**src/rtl/router_oc_if.sv**
```systemverilog
// Crossbar-write and link-transmit signals of one router output channel.
interface router_oc_if #(
   parameter int unsigned DATA_W = 64
);
   logic              polarity;
   logic              wr_valid;
   logic              wr_vc;
   logic [DATA_W-1:0] wr_data;
   logic              wr_ready_vc1;
   logic              wr_ready_vc2;
   logic              ds_ready;
   logic              send;
   logic [DATA_W-1:0] data_out;

   // master: crossbar + downstream partner; slave: the output channel itself
   modport master (
      output polarity, wr_valid, wr_vc, wr_data, ds_ready,
      input  wr_ready_vc1, wr_ready_vc2, send, data_out
   );
   modport slave (
      input  polarity, wr_valid, wr_vc, wr_data, ds_ready,
      output wr_ready_vc1, wr_ready_vc2, send, data_out
   );
endinterface

```
**src/rtl/router_output_channel.sv**
```systemverilog
// Router output channel: two VC FIFOs drained by polarity onto a registered link.
// Optional ROUTER_OC_STATS_EN adds saturating sent/drop counters.
module router_output_channel #(
   parameter int unsigned DATA_W   = 64,
   parameter int unsigned VC_DEPTH = 2
) (
   input  logic        clk,
   input  logic        reset_n,
   router_oc_if.slave  oc
`ifdef ROUTER_OC_STATS_EN
   ,
   output logic [15:0] sent_cnt_vc1,
   output logic [15:0] sent_cnt_vc2,
   output logic [15:0] drop_cnt
`endif
);
   localparam int unsigned NUM_VC = 2;
   localparam int unsigned PTR_W  = $clog2(VC_DEPTH);
   localparam int unsigned CNT_W  = PTR_W + 1;

   logic [DATA_W-1:0] mem    [NUM_VC][VC_DEPTH];
   logic [PTR_W-1:0]  rd_ptr [NUM_VC];
   logic [PTR_W-1:0]  wr_ptr [NUM_VC];
   logic [CNT_W-1:0]  cnt    [NUM_VC];

   logic [NUM_VC-1:0] full_c;
   logic [NUM_VC-1:0] push_c;
   logic [NUM_VC-1:0] pop_c;
   logic              pop_any_c;
   logic [DATA_W-1:0] head_c;

   // Full is judged on occupancy alone, so a full VC refuses even while popping
   always_comb begin
      full_c = '0;
      push_c = '0;
      pop_c  = '0;
      for (int v = 0; v < NUM_VC; v++) begin
         full_c[v] = (cnt[v] == CNT_W'(VC_DEPTH));
         push_c[v] = oc.wr_valid && (oc.wr_vc == 1'(v)) && !full_c[v];
         pop_c[v]  = oc.ds_ready && (oc.polarity == 1'(v)) && (cnt[v] != '0);
      end
   end

   assign pop_any_c       = |pop_c;
   assign head_c          = mem[oc.polarity][rd_ptr[oc.polarity]];
   assign oc.wr_ready_vc1 = !full_c[0];
   assign oc.wr_ready_vc2 = !full_c[1];

   // Flit storage
   always_ff @(posedge clk) begin
      for (int v = 0; v < NUM_VC; v++) begin
         if (push_c[v]) mem[v][wr_ptr[v]] <= oc.wr_data;
      end
   end

   // Pointers wrap naturally since VC_DEPTH is a power of two
   always_ff @(posedge clk or negedge reset_n) begin
      if (!reset_n) begin
         for (int v = 0; v < NUM_VC; v++) begin
            rd_ptr[v] <= '0;
            wr_ptr[v] <= '0;
            cnt[v]    <= '0;
         end
      end else begin
         for (int v = 0; v < NUM_VC; v++) begin
            if (push_c[v]) wr_ptr[v] <= wr_ptr[v] + PTR_W'(1);
            if (pop_c[v])  rd_ptr[v] <= rd_ptr[v] + PTR_W'(1);
            if (push_c[v] && !pop_c[v])      cnt[v] <= cnt[v] + CNT_W'(1);
            else if (!push_c[v] && pop_c[v]) cnt[v] <= cnt[v] - CNT_W'(1);
         end
      end
   end

   // Link stage; data_out is forced to zero whenever send is low
   always_ff @(posedge clk or negedge reset_n) begin
      if (!reset_n) begin
         oc.send     <= 1'b0;
         oc.data_out <= '0;
      end else begin
         oc.send     <= pop_any_c;
         oc.data_out <= pop_any_c ? head_c : '0;
      end
   end

`ifdef ROUTER_OC_STATS_EN
   logic drop_c;
   assign drop_c = oc.wr_valid && full_c[oc.wr_vc];

   // Saturating statistics
   always_ff @(posedge clk or negedge reset_n) begin
      if (!reset_n) begin
         sent_cnt_vc1 <= '0;
         sent_cnt_vc2 <= '0;
         drop_cnt     <= '0;
      end else begin
         if (pop_c[0] && (sent_cnt_vc1 != 16'hFFFF)) sent_cnt_vc1 <= sent_cnt_vc1 + 16'(1);
         if (pop_c[1] && (sent_cnt_vc2 != 16'hFFFF)) sent_cnt_vc2 <= sent_cnt_vc2 + 16'(1);
         if (drop_c && (drop_cnt != 16'hFFFF))       drop_cnt     <= drop_cnt + 16'(1);
      end
   end
`endif

endmodule

```
**src/flat_wrapper.sv**
```systemverilog
// flat-port wrapper written by rule: the top's interface ports become plain ports
module router_output_channel_flat 
#(
   parameter int unsigned DATA_W   = 64,
   parameter int unsigned VC_DEPTH = 2
)
  (clk, reset_n, oc_polarity, oc_wr_valid, oc_wr_vc, oc_wr_data, oc_ds_ready, oc_wr_ready_vc1, oc_wr_ready_vc2, oc_send, oc_data_out);
  router_oc_if #(.DATA_W(DATA_W)) oc_i ();
  input  logic clk;
  input  logic reset_n;
  input wire logic [$bits(oc_i.polarity)-1:0] oc_polarity;
  input wire logic [$bits(oc_i.wr_valid)-1:0] oc_wr_valid;
  input wire logic [$bits(oc_i.wr_vc)-1:0] oc_wr_vc;
  input wire logic [$bits(oc_i.wr_data)-1:0] oc_wr_data;
  input wire logic [$bits(oc_i.ds_ready)-1:0] oc_ds_ready;
  output wire logic [$bits(oc_i.wr_ready_vc1)-1:0] oc_wr_ready_vc1;
  output wire logic [$bits(oc_i.wr_ready_vc2)-1:0] oc_wr_ready_vc2;
  output wire logic [$bits(oc_i.send)-1:0] oc_send;
  output wire logic [$bits(oc_i.data_out)-1:0] oc_data_out;
  assign oc_i.polarity = oc_polarity;
  assign oc_i.wr_valid = oc_wr_valid;
  assign oc_i.wr_vc = oc_wr_vc;
  assign oc_i.wr_data = oc_wr_data;
  assign oc_i.ds_ready = oc_ds_ready;
  assign oc_wr_ready_vc1 = oc_i.wr_ready_vc1;
  assign oc_wr_ready_vc2 = oc_i.wr_ready_vc2;
  assign oc_send = oc_i.send;
  assign oc_data_out = oc_i.data_out;
  router_output_channel #(.DATA_W(DATA_W), .VC_DEPTH(VC_DEPTH)) u_core (.clk(clk), .reset_n(reset_n), .oc(oc_i));
endmodule
```
**config.mk**
```make
export PLATFORM = sky130hd
export DESIGN_NAME = router_output_channel_flat
export DESIGN_NICKNAME = d
export VERILOG_FILES = /design/src/rtl/router_oc_if.sv /design/src/rtl/router_output_channel.sv /design/src/flat_wrapper.sv
export SDC_FILE = /design/constraint.sdc
export NUM_CORES = 1
export LEC_CHECK = 0
export BUFFER_PORTS_ARGS = -buffer_cell sky130_fd_sc_hd__buf_2
export CELL_PAD_IN_SITES_DETAIL_PLACEMENT = 1
export CELL_PAD_IN_SITES_GLOBAL_PLACEMENT = 2
export CORE_MARGIN = 2
export CORE_UTILIZATION = 40
export CTS_CLUSTER_DIAMETER = 60
export DETAILED_ROUTE_END_ITERATION = 6
export PLACE_DENSITY = 0.69
export SYNTH_ARGS = -nofsm -noshare
export SYNTH_HDL_FRONTEND = slang
export SYNTH_SLANG_ARGS = --single-unit
```
**constraint.sdc**
```tcl
create_clock -name clk -period 6 [get_ports clk]
set_clock_uncertainty 0.15 [all_clocks]
set_input_delay 0 -clock clk [delete_from_list [all_inputs] [get_ports clk]]
set_output_delay 0 -clock clk [all_outputs]
set_load 0.02 [all_outputs]
```
==> flow_summary_export.csv, run 1 <==
group,metric,value,unit
synthesis,synth_cell_type_count,24,
clock_tree,numCtsBuffers,36,
place,dp.cells,1019,
detailed_routing,drtPass1Iterations,4,
global_route,grt_max_degree,65,
place,port_buffers,136,
clock_tree,cts.sinks,329,
detailed_routing,drcViolationCount,0,
synthesis,yosysSeqAreaShare,80.10,%
synthesis,yosysWarningCount,0,
global_route,antenna_found_initial,1,
hold_path,hold_class,"input port to flip-flop",
timing,setup_tns,0,ns
global_route,grt_use_total,16.19,%
place,dp_hpwl,13410,um
critical_path,cp_top_family,"simple AND/OR/NAND/NOR gates",
timing,slew-limit-headroom,19.36,%
critical_path,regToRegEndpoint,"u_core.mem[1][68]",
layout,area_growth,24.84,%
floorplanning,std_cell_rows,63,
timing,maxSlewViolCount,0,
clock_tree,cts_tree,"built",
hold_path,hold_path_end,"u_core.rd_ptr[0]",
critical_path,worst_ep_required_time,5.98,ns
critical_path,crit_buf_inv,1,
detailed_routing,wl_per_cell,20.87,um
critical_path,worstPathArrival,2.91,ns
layout,final_cell_count_no_fill,1156,
timing,fin_hold_ws,-0.02168,ns
global_route,grt_first_pass_wirelength,37630,um
synthesis,syn_inst,508,
critical_path,crit_cells,4,
outcome,violations,"hold timing",
detailed_routing,drt_wl_total,24130,um
hold_path,hold_depth,3,
critical_path,slowest_delay,0.79,ns
critical_path,path_cells,"nand2b_1, and3_1, nor2b_4, buf_4",
outcome,status,"finished, violations left",
critical_path,regToRegStartpoint,"u_core.cnt[0]",
pwr,power_per_cell_area,424.1,nW/um^2
hold_path,min_from,"oc_polarity",
floorplanning,die_area,31090,um^2
critical_path,worst-path-max-fanout,38,
place,gp_congestion,0.6733,
layout,final_common_cell,"edfxtp_1",
clock_tree,h-tree-depth,2,
pwr,ir_worst_vdd,0.0002141,V
timing,post-route-period-util,48.78,%
layout,final_cell_mix,"edfxtp_1 (256), buf_2 (134), dfrtp_1 (73)",
clock_tree,cts_root_buf,"clkbuf_16",
detailed_routing,avgViaCountPerCell,4.871,
detailed_routing,initialDrtViolationCount,324,
floorplanning,coreArea,29400,um^2
layout,final_nets,809,
synthesis,synth_area,11880,um^2
critical_path,ff2ff_path_depth,4,
floorplanning,io_pins,137,
synthesis,synth.avg_cell_area,23.38,um^2
global_route,grt_pass1_vias,6497,
critical_path,ff2ff_setup_slack,3.07,ns
synthesis,ys_ff_latch,329,
layout,drive_above_1_share,31.50,%
critical_path,cp-end-kind,"flip-flop",
run,cap_violations,0,
floorplanning,die_w,176.3,um
timing,fmax,341.7,MHz
timing,worst_pin_slew,1.207,ns
layout,postLayoutCellArea,14830,um^2
pwr,p_leak,5.594,nW
critical_path,cpMaxStageDelayCell,"nor2b_4",
clock_tree,clk_path_buf_depth,3,
place,placed_area,12970,um^2
floorplanning,start_util,40.40,%
detailed_routing,detail-route-antenna-nets,0,
floorplanning,die_height,176.3,um
pwr,p_total,6.288,mW
clock_tree,path_clk_slew,0.06,ns
clock_tree,post_cts_buffers,0,
timing,setup_viol,0,
timing,rsz0062_at_grt,"no",
detailed_routing,via_count,5631,
clock_tree,clock_latency,0.51,ns
critical_path,worstSetupPathType,"flip-flop to flip-flop",
synthesis,syn-num-nets,580,
timing,fin_crit,2.927,ns
timing,hold_viol_final,1,
global_route,grt_remaining_overflow,0,
critical_path,cp-start-kind,"flip-flop",
worst max path at each step:
| stage | from | to |
|---|---|---|
| 2_1_floorplan | u_core.cnt[0] | u_core.mem[1][100] |
| 3_3_place_gp | oc_polarity | u_core.oc.data_out[21] |
| 3_5_place_dp | oc_polarity | u_core.oc.data_out[21] |
| 4_1_cts | u_core.cnt[0] | u_core.mem[1][94] |
| 5_1_grt | u_core.cnt[0] | u_core.mem[1][94] |
| 6_report | u_core.cnt[0] | u_core.mem[1][68] |
cells in the mapped netlist:
| cell | number | area (um^2) |
|---|---|---|
| mux2i_4 | 1 | 22.52 |
| o311ai_1 | 1 | 8.760 |
| and3_1 | 1 | 6.260 |
| dfrtp_1 | 73 | 1827 |
| nor2_1 | 3 | 11.26 |
| mux4_2 | 38 | 855.8 |
| nand2b_1 | 2 | 12.51 |
| xnor2_1 | 5 | 43.79 |
| buf_6 | 9 | 101.4 |
| inv_1 | 3 | 11.26 |
| mux4_1 | 26 | 683.2 |
| buf_2 | 6 | 30.03 |
| nor2b_1 | 56 | 350.3 |
| nand3b_1 | 1 | 7.510 |
| edfxtp_1 | 256 | 7687 |
| or3_1 | 1 | 6.260 |
| buf_4 | 4 | 30.03 |
| ha_1 | 2 | 25.02 |
| o211ai_1 | 2 | 15.01 |
| and2_1 | 2 | 12.51 |
| xor2_1 | 5 | 43.79 |
| clkbuf_1 | 1 | 3.750 |
| buf_8 | 1 | 15.01 |
| and2b_1 | 9 | 67.56 |
sequential cells by signal (all words and copies together), names as in the netlist:
signal	flops
u_core.mem	256
u_core.oc.data_out	64
u_core.oc.send	1
u_core.rd_ptr	2
u_core.wr_ptr	2
u_core.cnt	4
power breakdown:
part	internal, mW	switching, mW
clock	1.28	0.856
sequential	2.86	0.134
combinational	0.478	0.677
total	4.62	1.67
metrics by stage:
step	util (%)	hold slack [ns]	setup WS [ns]
after floorplan	-	-0.4456	1.593
after global placement	44.10	-0.2560	2.963
after detailed placement	44.10	-0.2509	2.897
after CTS	50.42	0.01362	3.005
after global routing	50.43	0.05067	2.867
final	50.43	-0.02168	3.073
worst reg2reg max path, stage by stage, from the launching register on:
cell,delay (ns)
dfrtp_1,0.48
nand2b_1,0.17
and3_1,0.28
nor2b_4,0.79
buf_4,0.67
final cells by class:
class,instances,area [um^2]
Fill cell,2646,14570
Sequential cell,329,9514
Multi-Input combinational cell,155,2210
Timing Repair Buffer,212,1444
Clock buffer,48,1017
Tap cell,390,488.0
Clock inverter,18,141.4
Inverter,3,11.26
Antenna cell,1,2.502
repair_timing:
| action | CTS | global route |
|---|---|---|
| hold buffers | 70 | 0 |
| endpoints found under the hold margin | 355 | 0 |
| gates resized for setup | 0 | 0 |
| endpoints found under the setup margin | 0 | 0 |
kinds of logic after synthesis:
group / after synthesis / synth area share, %
multiplexers: 65 / 13.15
flip-flops: 329 / 80.10
AND/OR/NAND/NOR: 75 / 3.992
AO/OA/AOI/OAI: 3 / 0.2001
XOR/XNOR: 10 / 0.7374
adder cells (fa/ha/maj): 2 / 0.2106
buffers and inverters: 24 / 1.612
routing by layer:
layer | share of wire (%) | vias to the layer above | track usage [%]
met5 | 0 | - | 0
met3 | 4.1 | 34 | 3.467
met1 | 44 | 2980 | 21.41
met4 | 2.1 | 0 | 4.408
met2 | 50 | 131 | 27.35
li1 | - | 2486 | -
No activity file was read; power rests on OpenSTA's default activity.
==> run 2, diff against run 1 <==
- PLACE_DENSITY: 0.69 -> 0.72
- clock period: 6 -> 2.5 ns (I/O delays scaled with it)
==> run 2 against run 1 <==
  * The run now ends clean
  * Non-clock buffer count increased by 11
  * Clock power increased by 130%
  * Routed wire length decreased by 1.2%
  * Count of clock-buffer cells in the layout increased by 3
  * Core utilization increased by 0.27 points
  * Highest routed layer unchanged
==> flow_summary_export.csv, run 2 (synthesized netlist as in run 1, its figures left out) <==
group,metric,value,unit
layout,drive_above_1_share,31.14,%
layout,final_cell_count_no_fill,1164,
clock_tree,h-tree-depth,2,
detailed_routing,drt_wl_total,23840,um
clock_tree,path_clk_slew,0.06,ns
floorplanning,die_area,31090,um^2
clock_tree,clk_path_buf_depth,3,
global_route,grt_first_pass_wirelength,37020,um
clock_tree,cts_root_buf,"clkbuf_16",
timing,fin_crit,2.229,ns
critical_path,worstSetupStartpoint,"u_core.cnt[0]",
floorplanning,std_cell_rows,63,
layout,final_cell_mix,"edfxtp_1 (256), buf_2 (134), dfrtp_1 (73)",
detailed_routing,drtPass1Iterations,4,
place,dp_hpwl,13920,um
timing,fmax,448.6,MHz
critical_path,ff2ff_path_depth,4,
critical_path,worst_ep_required_time,2.54,ns
hold_path,hold_depth,2,
layout,postLayoutCellArea,14910,um^2
detailed_routing,initialDrtViolationCount,404,
place,dp.cells,1030,
layout,area_growth,25.50,%
floorplanning,coreArea,29400,um^2
global_route,grt_remaining_overflow,0,
floorplanning,die_w,176.3,um
timing,slew-limit-headroom,26.40,%
clock_tree,clock_latency,0.50,ns
place,gp_congestion,0.6835,
outcome,status,"finished, final reports clean",
place,placed_area,13120,um^2
layout,largest_reg_flops,256,
critical_path,regToRegStartpoint,"u_core.cnt[0]",
detailed_routing,via_count,5713,
clock_tree,numCtsBuffers,36,
layout,final_common_cell,"edfxtp_1",
global_route,antenna_found_initial,0,
pwr,power_per_cell_area,1002,nW/um^2
detailed_routing,avgViaCountPerCell,4.908,
critical_path,cp-end-kind,"flip-flop",
timing,worst_pin_slew,1.104,ns
detailed_routing,drcViolationCount,0,
floorplanning,start_util,40.40,%
critical_path,worstSetupPathType,"flip-flop to flip-flop",
run,cap_violations,0,
global_route,grt_max_degree,74,
hold_path,min_from,"oc_wr_data[22]",
clock_tree,cts.sinks,329,
timing,setup_tns,0,ns
layout,final_nets,820,
floorplanning,die_height,176.3,um
pwr,ir_worst_vdd,0.0006488,V
global_route,grt_use_total,15.87,%
critical_path,worstPathArrival,2.27,ns
critical_path,cp-start-kind,"flip-flop",
hold_path,hold_class,"input port to flip-flop",
timing,rsz0062_at_grt,"no",
detailed_routing,detail-route-antenna-nets,0,
place,port_buffers,136,
floorplanning,io_pins,137,
global_route,grt_pass1_vias,6411,
timing,post-route-period-util,89.17,%
timing,maxSlewViolCount,0,
timing,setup_viol,0,
layout,antenna_cells,0,
critical_path,worst-path-max-fanout,20,
clock_tree,cts_tree,"built",
pwr,p_leak,5.619,nW
timing,hold_viol_final,0,
layout,fillers,2642,
detailed_routing,wl_per_cell,20.48,um
## run 2: worst paths after layout
kind	to	slack, ns
max	u_core.mem[1][4]	0.27
min	u_core.mem[0][22]	0.1
max reg2reg	u_core.mem[1][4]	0.27
min reg2reg	u_core.rd_ptr[1]	0.37
max in group asynchronous	u_core.oc.data_out[38]	1.37
min in group asynchronous	u_core.oc.data_out[19]	0.11
## run 2: per-stage QoR
step / hold WS (ns) / power, mW / worst slack [ns] / util (%)
after floorplan: -0.4456 / 9.045 / 0.01014 / -
after global placement: 0.05942 / 10.09 / 0.2863 / 44.64
after detailed placement: 0.06656 / 10.19 / 0.2538 / 44.64
after CTS: 0.07427 / 15.17 / 0.2484 / 50.70
after global routing: 0.09698 / 15.62 / 0.1642 / 50.70
final: 0.09743 / 14.94 / 0.2708 / 50.70
## run 2: critical path: stages, from the launching register on
cell and delay [ns]:
dfrtp_1 0.47, nand2b_1 0.22, and3_1 0.31, and2_4 0.45, buf_4 0.31
## run 2: area by class of cell
type / count / area [um^2] / area share, %
Tap cell: 390 / 488.0 / 3.273
Inverter: 3 / 11.26 / 0.07554
Multi-Input combinational cell: 155 / 2210 / 14.82
Timing Repair Buffer: 223 / 1602 / 10.74
Clock buffer: 51 / 998.5 / 6.698
Clock inverter: 13 / 83.83 / 0.5624
Sequential cell: 329 / 9514 / 63.82
## run 2: power by group
part,total (mW),internal [mW],switching [mW]
Clock,4.85,2.88,1.97
Combinational,2.91,1.25,1.66
Sequential,7.18,6.86,0.320
Total,14.9,11.0,3.95
## run 2: timing repair
action	CTS	global route
hold buffers	70	0
hold endpoints to repair	348	0
gates resized for setup	0	0
setup buffers	0	0
## run 2: per-layer routing
metal  GRT usage (%)  share of wire, %  up-vias
met5               0                 0        -
met4           4.614               2.0        0
met3           2.907               4.7       42
met2           27.03                50      142
met1           20.99                43     3016
li1                -                 -     2513
==> run 3, diff against run 2 <==
- MAX_ROUTING_LAYER: unset -> met4
==> run 3 against run 2 <==
  * Sequential power about the same
  * Core utilization stayed put
  * Global-route usage up 0.50 points
  * Largest cell class unchanged
  * Highest routed layer unchanged
==> flow_summary_export.csv, run 3 (synthesized netlist as in run 1, its figures left out) <==
group,metric,value,unit
clock_tree,path_clk_slew,0.06,ns
critical_path,ff2ff_path_depth,4,
pwr,p_leak,5.619,nW
critical_path,worst_ep_required_time,2.54,ns
layout,area_growth,25.50,%
timing,fmax,449.3,MHz
detailed_routing,avgViaCountPerCell,4.880,
pwr,clock_power_share,32.4,%
timing,finalWorstSetupSlack,0.2741,ns
timing,fin_crit,2.226,ns
clock_tree,h-tree-depth,2,
global_route,grt_first_pass_wirelength,37030,um
layout,final_cell_mix,"edfxtp_1 (256), buf_2 (134), dfrtp_1 (73)",
run,cap_violations,0,
detailed_routing,drt_wl_total,23730,um
global_route,grt_max_degree,74,
clock_tree,cts_resized,0,
timing,setup_tns,0,ns
pwr,internal_power,10.99,mW
critical_path,worstPathArrival,2.27,ns
layout,final_common_cell,"edfxtp_1",
detailed_routing,via_count,5680,
critical_path,cp-start-kind,"flip-flop",
critical_path,path_cells,"nand2b_1, and3_1, and2_4, buf_4",
hold_path,hold_path_end,"u_core.mem[0][22]",
place,dp_hpwl,13920,um
pwr,seqPwrFrac,48.1,%
pwr,power_per_cell_area,1002,nW/um^2
clock_tree,cts.sinks,329,
pwr,p_sw,3.945,mW
timing,setup_viol,0,
critical_path,ff2ff_setup_slack,0.27,ns
detailed_routing,wl_per_cell,20.38,um
clock_tree,clk_path_buf_depth,3,
timing,hold_viol_final,0,
hold_path,min_from,"oc_wr_data[22]",
critical_path,cpMaxStageDelayCell,"dfrtp_1",
layout,drive_above_1_share,31.14,%
place,dp.cells,1030,
critical_path,cp-end-kind,"flip-flop",
place,gp_congestion,0.6905,
floorplanning,start_util,40.40,%
critical_path,regToRegStartpoint,"u_core.cnt[0]",
clock_tree,numCtsBuffers,36,
timing,slew-limit-headroom,26.77,%
layout,largest_reg_flops,256,
critical_path,worstSetupPathType,"flip-flop to flip-flop",
timing,worst_pin_slew,1.098,ns
detailed_routing,drtPass1Iterations,4,
floorplanning,die_height,176.3,um
clock_tree,clock_latency,0.50,ns
layout,final_nets,820,
global_route,grt_pass1_vias,6397,
critical_path,slowest_delay,0.47,ns
pwr,swShare,26.41,%
timing,post-route-period-util,89.04,%
global_route,grt_use_total,16.36,%
timing,rsz0062_at_grt,"no",
hold_path,hold_depth,2,
layout,fillers,2642,
clock_tree,cts_tree,"built",
global_route,antenna_found_initial,0,
clock_tree,cts_root_buf,"clkbuf_16",
timing,maxSlewViolCount,0,
global_route,grt_remaining_overflow,0,
layout,antenna_cells,0,
outcome,status,"finished, final reports clean",
critical_path,crit_buf_inv,1,
critical_path,cp_top_family,"simple AND/OR/NAND/NOR gates",
floorplanning,die_w,176.3,um
floorplanning,coreArea,29400,um^2
detailed_routing,detail-route-antenna-nets,0,
detailed_routing,initialDrtViolationCount,403,
floorplanning,io_pins,137,
pwr,power_frac_comb,19.5,%
critical_path,regToRegEndpoint,"u_core.mem[1][4]",
hold_path,hold_class,"input port to flip-flop",
place,port_buffers,136,
floorplanning,std_cell_rows,63,
layout,final_cell_count_no_fill,1164,
critical_path,worst-path-max-fanout,20,
pwr,ir_worst_vdd,0.0006483,V
place,place_ws,0.2538,ns
floorplanning,die_area,31090,um^2
detailed_routing,drcViolationCount,0,
run 3: layout make-up:
cell class	count	area [um^2]	area share (%)
inverters	3	11.26	0.07554
multi-input cells	155	2210	14.82
clock buffers	51	998.5	6.698
well taps	390	488.0	3.273
clock inverters	13	83.83	0.5624
repair buffers	223	1602	10.74
flip-flops and latches	329	9514	63.82
run 3: layer usage:
metal | GRT usage [%] | up-vias | part of all wire, %
li1 | - | 2509 | -
met1 | 21.02 | 2987 | 43
met2 | 27.04 | 142 | 50
met3 | 2.885 | 42 | 4.4
met4 | 4.614 | 0 | 2.0
met5 | - | - | 0
run 3: worst reg2reg max path: stages (launching register included):
cell	delay [ns]
dfrtp_1	0.47
nand2b_1	0.22
and3_1	0.31
and2_4	0.45
buf_4	0.31
run 3: how the worst max path moves through the flow:
stage,endpoint,slack (ns),depth (start not counted),from
2_1_floorplan,u_core.mem[1][100],0.01,3,u_core.cnt[0]
3_3_place_gp,u_core.mem[1][19],0.29,4,u_core.cnt[0]
3_5_place_dp,u_core.mem[1][19],0.25,4,u_core.cnt[0]
4_1_cts,u_core.mem[1][17],0.25,4,u_core.cnt[0]
5_1_grt,u_core.mem[1][17],0.16,4,u_core.cnt[0]
6_report,u_core.mem[1][4],0.27,4,u_core.cnt[0]
run 3: timing repair:
| action | in CTS | in global routing |
|---|---|---|
| setup buffers | 0 | 0 |
| endpoints found under the hold margin | 348 | 0 |
| hold buffers | 70 | 0 |
run 3: power groups by stage:
stage	Sequential [mW]	Combinational (mW)	Clock, mW
2_1_floorplan	7.58	1.47	0
3_3_place_gp	7.25	2.84	0
6_report	7.18	2.91	4.84
5_1_grt	7.26	3.16	5.20
3_5_place_dp	7.30	2.89	0
4_1_cts	7.20	2.99	4.98
run 3: metrics by stage:
step / instance area (um^2) / utilization, % / hold WS [ns] / power [mW]
floorplan: 11900 / - / -0.4456 / 9.045
finish: 14910 / 50.70 / 0.09818 / 14.94
global route: 14910 / 50.70 / 0.09699 / 15.62
global placement: 13120 / 44.64 / 0.05942 / 10.09
detailed placement: 13120 / 44.64 / 0.06656 / 10.19
CTS: 14910 / 50.70 / 0.07427 / 15.17
